File: src/rtl/sha256_block_ctrl.sv
// Buffers one 16-word SHA-256 block and replays it as 16 load + 48 expand cycles feeding 64 core rounds.
// Buffer full to core_update is 66 cycles; in_ready drops while the buffer is full or being replayed.
module sha256_block_ctrl (
   input  logic        clk,
   input  logic        reset_n,
   input  logic        abort,
   input  logic [31:0] in_data,
   input  logic        in_valid,
   input  logic        in_first,
   input  logic        in_last,
   output logic        in_ready,
   output logic [31:0] ms_data,
   output logic        ms_write_enable,
   output logic        ms_inner_busy,
   output logic        core_init,
   output logic        core_round_en,
   output logic [5:0]  core_round_idx,
   output logic        core_update,
   output logic        digest_valid,
   input  logic        digest_ready,
   output logic        busy
);

   localparam int BLOCK_WORDS = 16;
   localparam int ROUNDS      = 64;

   typedef enum logic [1:0] {IDLE, RUN, UPDATE, DONE} state_t;

   state_t      state, state_nxt, resume_state;
   logic [6:0]  c, c_nxt;
   logic [4:0]  fill_cnt;
   logic [31:0] blk_buf [BLOCK_WORDS];
   logic        buf_first, buf_last, run_last;
   logic        buf_full, load_phase, load_end, xfer;

   assign buf_full   = (fill_cnt == 5'(BLOCK_WORDS));
   assign load_phase = (state == RUN) && (c < 7'(BLOCK_WORDS));
   assign load_end   = (state == RUN) && (c == 7'(BLOCK_WORDS - 1));
   // Gated by reset_n so every output reads 0 while reset is held.
   assign in_ready   = reset_n && !buf_full && !load_phase;
   assign xfer       = in_valid && in_ready;
   assign busy       = (state != IDLE) || (fill_cnt != 5'd0);
   assign resume_state = buf_full ? RUN : IDLE;

   always_comb begin
      state_nxt       = state;
      c_nxt           = c;
      ms_data         = 32'd0;
      ms_write_enable = 1'b0;
      ms_inner_busy   = 1'b0;
      core_init       = 1'b0;
      core_round_en   = 1'b0;
      core_round_idx  = 6'd0;
      core_update     = 1'b0;
      digest_valid    = 1'b0;
      case (state)
         IDLE: begin
            if (buf_full) begin
               state_nxt = RUN;
               c_nxt     = 7'd0;
            end
         end
         RUN: begin
            ms_inner_busy   = (c < 7'(ROUNDS));
            ms_write_enable = load_phase;
            if (load_phase) ms_data = blk_buf[c[3:0]];
            core_init       = (c == 7'd0) && buf_first;
            // Schedule output is registered, so round t sees Wt at c = t+1.
            core_round_en   = (c != 7'd0);
            if (c != 7'd0) core_round_idx = c[5:0] - 6'd1;
            if (c == 7'(ROUNDS)) state_nxt = UPDATE;
            else                 c_nxt     = c + 7'd1;
         end
         UPDATE: begin
            core_update = 1'b1;
            if (run_last) state_nxt = DONE;
            else          state_nxt = resume_state;
            c_nxt = 7'd0;
         end
         DONE: begin
            digest_valid = 1'b1;
            if (digest_ready) state_nxt = resume_state;
            c_nxt = 7'd0;
         end
         default: state_nxt = IDLE;
      endcase
      if (abort) begin
         state_nxt = IDLE;
         c_nxt     = 7'd0;
      end
   end

   always_ff @(posedge clk or negedge reset_n) begin
      if (!reset_n) begin
         state     <= IDLE;
         c         <= 7'd0;
         fill_cnt  <= 5'd0;
         buf_first <= 1'b0;
         buf_last  <= 1'b0;
         run_last  <= 1'b0;
      end else begin
         state <= state_nxt;
         c     <= c_nxt;
         if (abort) begin
            fill_cnt  <= 5'd0;
            buf_first <= 1'b0;
            buf_last  <= 1'b0;
            run_last  <= 1'b0;
         end else begin
            // Last flag moves to the running block before the next block can overwrite it.
            if (load_end) begin
               fill_cnt <= 5'd0;
               run_last <= buf_last;
            end else if (xfer) begin
               fill_cnt <= fill_cnt + 5'd1;
            end
            if (xfer && fill_cnt == 5'd0)  buf_first <= in_first;
            if (xfer && fill_cnt == 5'd15) buf_last  <= in_last;
         end
      end
   end

   always_ff @(posedge clk) begin
      if (xfer) blk_buf[fill_cnt[3:0]] <= in_data;
   end

endmodule

File: config.mk
export PLATFORM = sky130hd
export DESIGN_NAME = sha256_block_ctrl
export DESIGN_NICKNAME = d
export VERILOG_FILES = /design/src/rtl/sha256_block_ctrl.sv
export SDC_FILE = /design/constraint.sdc
export NUM_CORES = 1
export LEC_CHECK = 0
export ABC_CLOCK_PERIOD_IN_PS = 9860
export CAP_MARGIN = 10
export CORE_MARGIN = 2
export CORE_UTILIZATION = 55
export CTS_CLUSTER_DIAMETER = 50
export DETAILED_ROUTE_END_ITERATION = 12
export DONT_BUFFER_PORTS = 1
export PLACE_DENSITY = 0.7
export SLEW_MARGIN = 20
export SYNTH_ARGS = -nofsm -noshare
export SYNTH_HDL_FRONTEND = slang
export SYNTH_SLANG_ARGS = --single-unit
File: constraint.sdc
create_clock -name clk -period 9.86 [get_ports clk]
set_clock_uncertainty 0.1 [all_clocks]
set_input_delay 0.986 -clock clk [delete_from_list [all_inputs] [get_ports clk]]
set_output_delay 0.986 -clock clk [all_outputs]
set_load 0.1 [all_outputs]
## Word-level counts from Yosys, hierarchy flattened

Memory sizes are Yosys's and may differ from the RTL's.
Cells that the tools add are included.

- Bits in registers: 17
- Bits in writable memories: 512
- Input bits: 39
- Memories: 1

- Add/sub/neg operators: 3
- Order comparisons: 2
- Equal/unequal tests: 11
- Multiplexer cells: 32
- Reduce and logical (&&, ||, !) cells: 24

Memories:

| name | depth | bits a word | read ports | clocked after memory_dff | write ports | RTL line | text |
|---|---|---|---|---|---|---|---|
| blk_buf | 16 | 32 | 1 | 0 | 1 | 32 | `logic [31:0] blk_buf [BLOCK_WORDS];` |

Operators with widths:

| kind | count |
|---|---|
| 32-bit two-way mux | 2 |
| 7-bit two-way mux | 3 |
| 7-bit case mux with 3 select lines | 1 |
| 1-bit two-way mux | 15 |
| 5-bit two-way mux | 3 |
| 6-bit two-way mux | 2 |
| 2-bit two-way mux | 5 |
| 3-bit inequality test, second input constant | 3 |
| 1-bit logical AND | 8 |
| 2-bit case mux with 4 select lines | 1 |
| 2-bit nonzero test | 4 |
| 7-bit by 1-bit adder with 7-bit output, second input constant | 1 |
| 7-bit by 4-bit == test with 1-bit output, second input constant | 1 |
| 7-bit == test, second input constant | 1 |
| 7-bit logical NOT | 1 |
| 7-bit by 5-bit less-than comparator with 1-bit output, second input constant | 1 |
| 7-bit less-than comparator, second input constant | 1 |
| 7-bit nonzero test | 1 |
| 6-bit by 1-bit subtractor with 6-bit output, second input constant | 1 |
| 5-bit by 1-bit adder with 5-bit output, second input constant | 1 |
| 5-bit by 4-bit == test with 1-bit output, second input constant | 1 |
| 5-bit == test, second input constant | 1 |
| 5-bit logical NOT | 1 |
| 5-bit nonzero test | 1 |
| 10 further kinds | 12 |

## Logic depth before layout (Yosys ltp)

- Word-level depth: 8
- Mapped depth: 9
- Depth with buffers taken out: 6

## Worst setup path after synthesis

Ideal clock, no wire load.

- Path kind: input port to flip-flop
- From: in in_valid
- To: mem blk_buf[11][0], enable pin
- Data arrival time: 3769 ps
- Data required time: 9299 ps
- Path slack: 5530 ps
- Stages: 4
- Buffers on the path: 0
- Cell sequence: nand2_1 -> a21oi_1 -> nand2_1 -> nor3_1

- Longest elaborated chain between the ends: 3

Ends and longest elaborated chain:

| what | RTL line | text |
|---|---|---|
| start: declaration | 8 | `input logic in_valid,` |
| 1-bit logical AND | 41 | `assign xfer = in_valid && in_ready;` |
| 1-bit two-way mux | 124 | `if (xfer) blk_buf[fill_cnt[3:0]] <= in_data;` |
| 1-bit two-way mux (not written as such) | 124 |  |
| end: declaration | 32 |  |

No other way between the ends.

## Worst setup path after layout

- From: reg state[0]
- To: out ms_data[1]

- Longest elaborated chain between the ends: 4

Ends and longest elaborated chain:

| what | RTL line | text |
|---|---|---|
| start: declaration | 29 | `state_t state, state_nxt, resume_state;` |
| start signal: assignment | 102 | `state <= state_nxt;` |
| 2-bit by 1-bit == test with 1-bit output (*) | 37, 56 |  |
| 1-bit logical AND | 37 | `assign load_phase = (state == RUN) && (c < 7'(BLOCK_WORDS));` |
| 32-bit two-way mux | 66 | `if (load_phase) ms_data = blk_buf[c[3:0]];` |
| 32-bit two-way mux (*) | 56 | `case (state)` |
| end: declaration | 12 | `output logic [31:0] ms_data,` |

Every way passes the cells marked *; elsewhere a longest branch is shown, timed or not.

==> flow_results.org <==
** Outcome
- The flow ran to the end, and the final reports show no timing, DRC or antenna violations.

** Synthesis
- The top cell type by area accounts for between 70% and 80% of the synthesized area.
- The synthesized design spends more area on one cell type than any other, namely sky130_fd_sc_hd__edfxtp_1.
- Count of flip-flops with a built-in enable after synthesis :: around 500
- For this run, the leading register cell type out of synthesis is sky130_fd_sc_hd__edfxtp_1.
- The synthesized design contains 529 register bits.
- Synth Instances :: between 900 and 1,000
- Synthesis produced a netlist with a net count of around 1,000.
- Synth area leaders :: sky130_fd_sc_hd__edfxtp_1 74%, sky130_fd_sc_hd__mux4_2 14%, sky130_fd_sc_hd__dfrtp_1 2.0%
- After synthesis, the share of flip-flops with an asynchronous set or reset is 3.21%.
- After synthesis the cells add up to between 20,000 and 25,000 sq um.
- Synth cell count leaders :: 512 x sky130_fd_sc_hd__edfxtp_1, 128 x sky130_fd_sc_hd__mux4_2, 73 x sky130_fd_sc_hd__nand2_1
- Post-synthesis sequential area ratio :: between 70% and 80%
- During synthesis, Yosys emitted a total of 0 warnings.
- Averaged over all synthesized cells, the footprint is 21.2 sq um.
- Number of different library cells in the post-synthesis netlist :: between 50 and 60
- Most used standard cell by instance count after synthesis :: sky130_fd_sc_hd__edfxtp_1

** Power
- Combinational logic burns between 10% and 20% of the power.
- The analysis attributes to cell leakage a power of 7.25 nW.
- VDD sags by at most roughly 0.00017 V.
- Power spread over the standard cell area amounts to around 240 nW/um^2.
- Internal power comes to around 4 mW.
- Switching fraction of total power :: between 20 and 30%
- Summed over all nets, the switching power comes to between 1.5 and 2 mW.
- Sequential cells account for around 47% of the total power.
- Overall power consumption after layout is estimated at 5.57 mW.
- The share of total power dissipated in the clock network is approximately a third.

** Global routing
- The number of antenna violations at the first check in global routing came to 0.
- Global routing used a little over a fifth of the available tracks.
- Global-route wire length before repair :: between 60,000 and 70,000 microns
- Vias in the first global route :: approximately 10,000
- Entering global routing, the biggest net connects around 90 pins.
- Sum of overflow across all layers after global routing :: 0

** CTS
- In this run, post-CTS repair resized a total of 0 instances.
- Clock-pin slew was measured on the worst setup and hold paths at around 0.06 ns.
- The number of hold buffers added after CTS was 1.
- Clock latency reported for the late side of the worst-skew pair :: slightly below 0.6 ns
- Clk buf depth :: 3
- TritonCTS built the clock tree.
- Library cell used as clock root buffer :: sky130_fd_sc_hd__clkbuf_16
- After clock tree synthesis, the setup repair step added 0 buffers.
- In this run the number of H-tree levels came out at 2.
- Clock sink count :: between 500 and 600
- In this run, CTS created clock tree buffers numbering 53.

** Placement
- Final weighted congestion in routability-driven placement :: 0.784
- Before CTS, the worst setup slack after placement is between 5 and 6 ns.
- Once placement finished, the instance area stood at about 21,000 sq um.
- Final HPWL DP :: between 15,000 and 20,000 microns
- Count of input and output buffers :: 0

** Worst setup path
- Crit path launch type :: register
- Capturing element type of the critical path :: primary output
- At the worst endpoint, the required time is 8.77 ns.
- Arrival @ worst endpoint :: 3.93 ns
- Along the worst path, the maximum fanout reaches 32.
- The critical path is of the reg -> out type.

** Final layout
- Summing all non-filler instances in the final layout gives an area of approximately 23,000 sq um.
- Total inserted antenna cells :: 0
- Final core area utilization :: a little over 60%
- Number of nets in the finished design :: between 1,000 and 1,500
- Compared with the post-synthesis result, the final layout area differs by 10.9%.
- Fraction of layout instances using a drive strength above 1 :: 28.5%
- Multi-input combinational cell area :: about 4700 sq um
- Registers take 15,800 sq um.
- The layout has ~2,600 filler cells.

** Floorplanning
- 85 I/O pins were placed.
- Overall die area :: between 30,000 and 40,000 sq um
- After floorplanning, the core was divided into 71 placement rows.
- In this run the horizontal extent of the chip is ~200 microns.
- Die outline height :: between 150 and 200 microns
- Placeable Area :: 37,400 sq um
- Starting Density :: 55.5%

** Detailed routing
- Wires add up to about 41,000 microns.
- DR pass1 iterations :: 4
- Post-DR wirelength/cell :: around 26 microns
- Via density :: 6.08
- Via count :: about 9,400
- In this run the remaining antenna-violating nets after routing total 0.
- Number of remaining DRC errors :: 0
- The first routing iteration left approximately 760 violations.

** STA
- The max-slew violation count came to 0.
- Final Cycle Share :: about half
- Worst slew margin :: 26.2%
- Setup violation total in the final timing report :: 0
- For the final routed database, the setup TNS stands at 0 ns.
- Setup repair after global routing left no endpoint under its margin.
- Final worst path period need :: 5.01 ns
- Post-route worst setup slack :: approximately 4.8 ns
- Final count of hold timing violations :: 0
- Peak clock frequency supported by timing :: 0.199 GHz
- Least-Margin Pin Slew :: between 1 and 1.5 ns

** Worst hold path
- Worst hold path class :: in -> reg

** Flow run
- Max-cap violations in this run came to 0.
==> sequential cells by signal, summed over array words and instances (netlist names) <==
register	flops
blk_buf	512
buf_first	1
buf_last	1
c	7
fill_cnt	5
run_last	1
state	2
==> kinds of logic (layout without fill, tap and decap cells) <==
group,Yosys count,after routing,share of synthesized area (%)
compound gates,57,57,2.02
xor+xnor,7,7,0.295
fa+ha+maj,7,7,0.422
buf+inv,68,129,1.94
flops,529,529,76.1
mux,164,164,15.8
simple gates,147,147,3.44
==> power by group through the flow <==
stage                     registers [mW]  logic, mW  clock network (mW)
after floorplan                     2.55      0.997                   0
after global placement              2.64       1.02                   0
after detailed placement            2.64       1.03                   0
after CTS                           2.60       1.03                2.00
after global routing                2.60       1.07                2.08
final                               2.59       1.02                1.96
==> worst max-delay path, cell delays in order, from the launching register on <==
cell and delay, ns:
sky130_fd_sc_hd__dfrtp_1 0.63, sky130_fd_sc_hd__nor3b_4 0.25, sky130_fd_sc_hd__buf_4 0.39, sky130_fd_sc_hd__and4_2 1.01
sky130_fd_sc_hd__a22oi_1 0.26, sky130_fd_sc_hd__nand2_1 0.78
==> routing by layer <==
| layer | global-route usage [%] | part of all wire (%) |
|---|---|---|
| met1 | 29.4 | 41 |
| met2 | 35.7 | 50 |
| met3 | 4.07 | 6.0 |
| met4 | 7.96 | 2.9 |
| met5 | 0 | 0 |
==> final timing paths <==
| path | endpoint | depth (start not counted) | from | slack [ns] |
|---|---|---|---|---|
| setup reg to reg | blk_buf[5][2] | 6 | state[0] | 6.57 |
| min in group asynchronous | run_last | 1 | reset_n | 0.84 |
| setup / recovery | ms_data[1] | 5 | state[0] | 4.85 |
| hold / removal | run_last | 1 | abort | 0.35 |
| hold reg to reg | run_last | 2 | buf_last | 0.41 |
| max in group asynchronous | c[0] | 1 | reset_n | 8.20 |
==> cells in the final DEF (no fill, tap or decap), types with 3 or more instances in the layout <==
| master | count |
|---|---|
| sky130_fd_sc_hd__and3_2 | 3 |
| sky130_fd_sc_hd__clkinv_2 | 12 |
| sky130_fd_sc_hd__a21oi_1 | 7 |
| sky130_fd_sc_hd__clkinv_1 | 10 |
| sky130_fd_sc_hd__ha_1 | 7 |
| sky130_fd_sc_hd__dfrtp_4 | 3 |
| sky130_fd_sc_hd__bufinv_16 | 4 |
| sky130_fd_sc_hd__mux4_2 | 128 |
| sky130_fd_sc_hd__clkbuf_1 | 11 |
| sky130_fd_sc_hd__edfxtp_1 | 512 |
| sky130_fd_sc_hd__mux2_2 | 33 |
| sky130_fd_sc_hd__and3_1 | 5 |
| sky130_fd_sc_hd__o21ai_0 | 3 |
| sky130_fd_sc_hd__xnor2_1 | 6 |
| sky130_fd_sc_hd__nor2_1 | 10 |
| sky130_fd_sc_hd__and3_4 | 3 |
| sky130_fd_sc_hd__dfrtp_1 | 14 |
| sky130_fd_sc_hd__inv_1 | 11 |
| sky130_fd_sc_hd__nand2_1 | 73 |
| sky130_fd_sc_hd__a22oi_1 | 32 |
| sky130_fd_sc_hd__or3_1 | 3 |
| sky130_fd_sc_hd__nand3_1 | 7 |
| sky130_fd_sc_hd__nor2_4 | 4 |
| sky130_fd_sc_hd__nor2_2 | 7 |
| sky130_fd_sc_hd__nand3b_1 | 5 |
| sky130_fd_sc_hd__nor3_2 | 4 |
| sky130_fd_sc_hd__inv_6 | 3 |
| sky130_fd_sc_hd__clkbuf_16 | 55 |
| sky130_fd_sc_hd__mux2i_1 | 3 |
| sky130_fd_sc_hd__buf_4 | 15 |
| sky130_fd_sc_hd__and2_1 | 3 |
==> area by class of cell <==
class	instances	share of cell area (%)
clock inverters	32	1.18
clock buffers	68	6.27
multi-input cells	382	20.3
flip-flops and latches	529	68.6
well taps	511	2.77
inverters	12	0.195
repair buffers	17	0.619
==> metrics by stage <==
stage | instances | hold slack [ns]
final | 1551 | 0.351
after global placement | 1450 | 0.397
after detailed placement | 1450 | 0.412
after CTS | 1551 | 0.324
after floorplan | 979 | 0.378
after global routing | 1551 | 0.347
No activity file was read; power rests on OpenSTA's default activity.
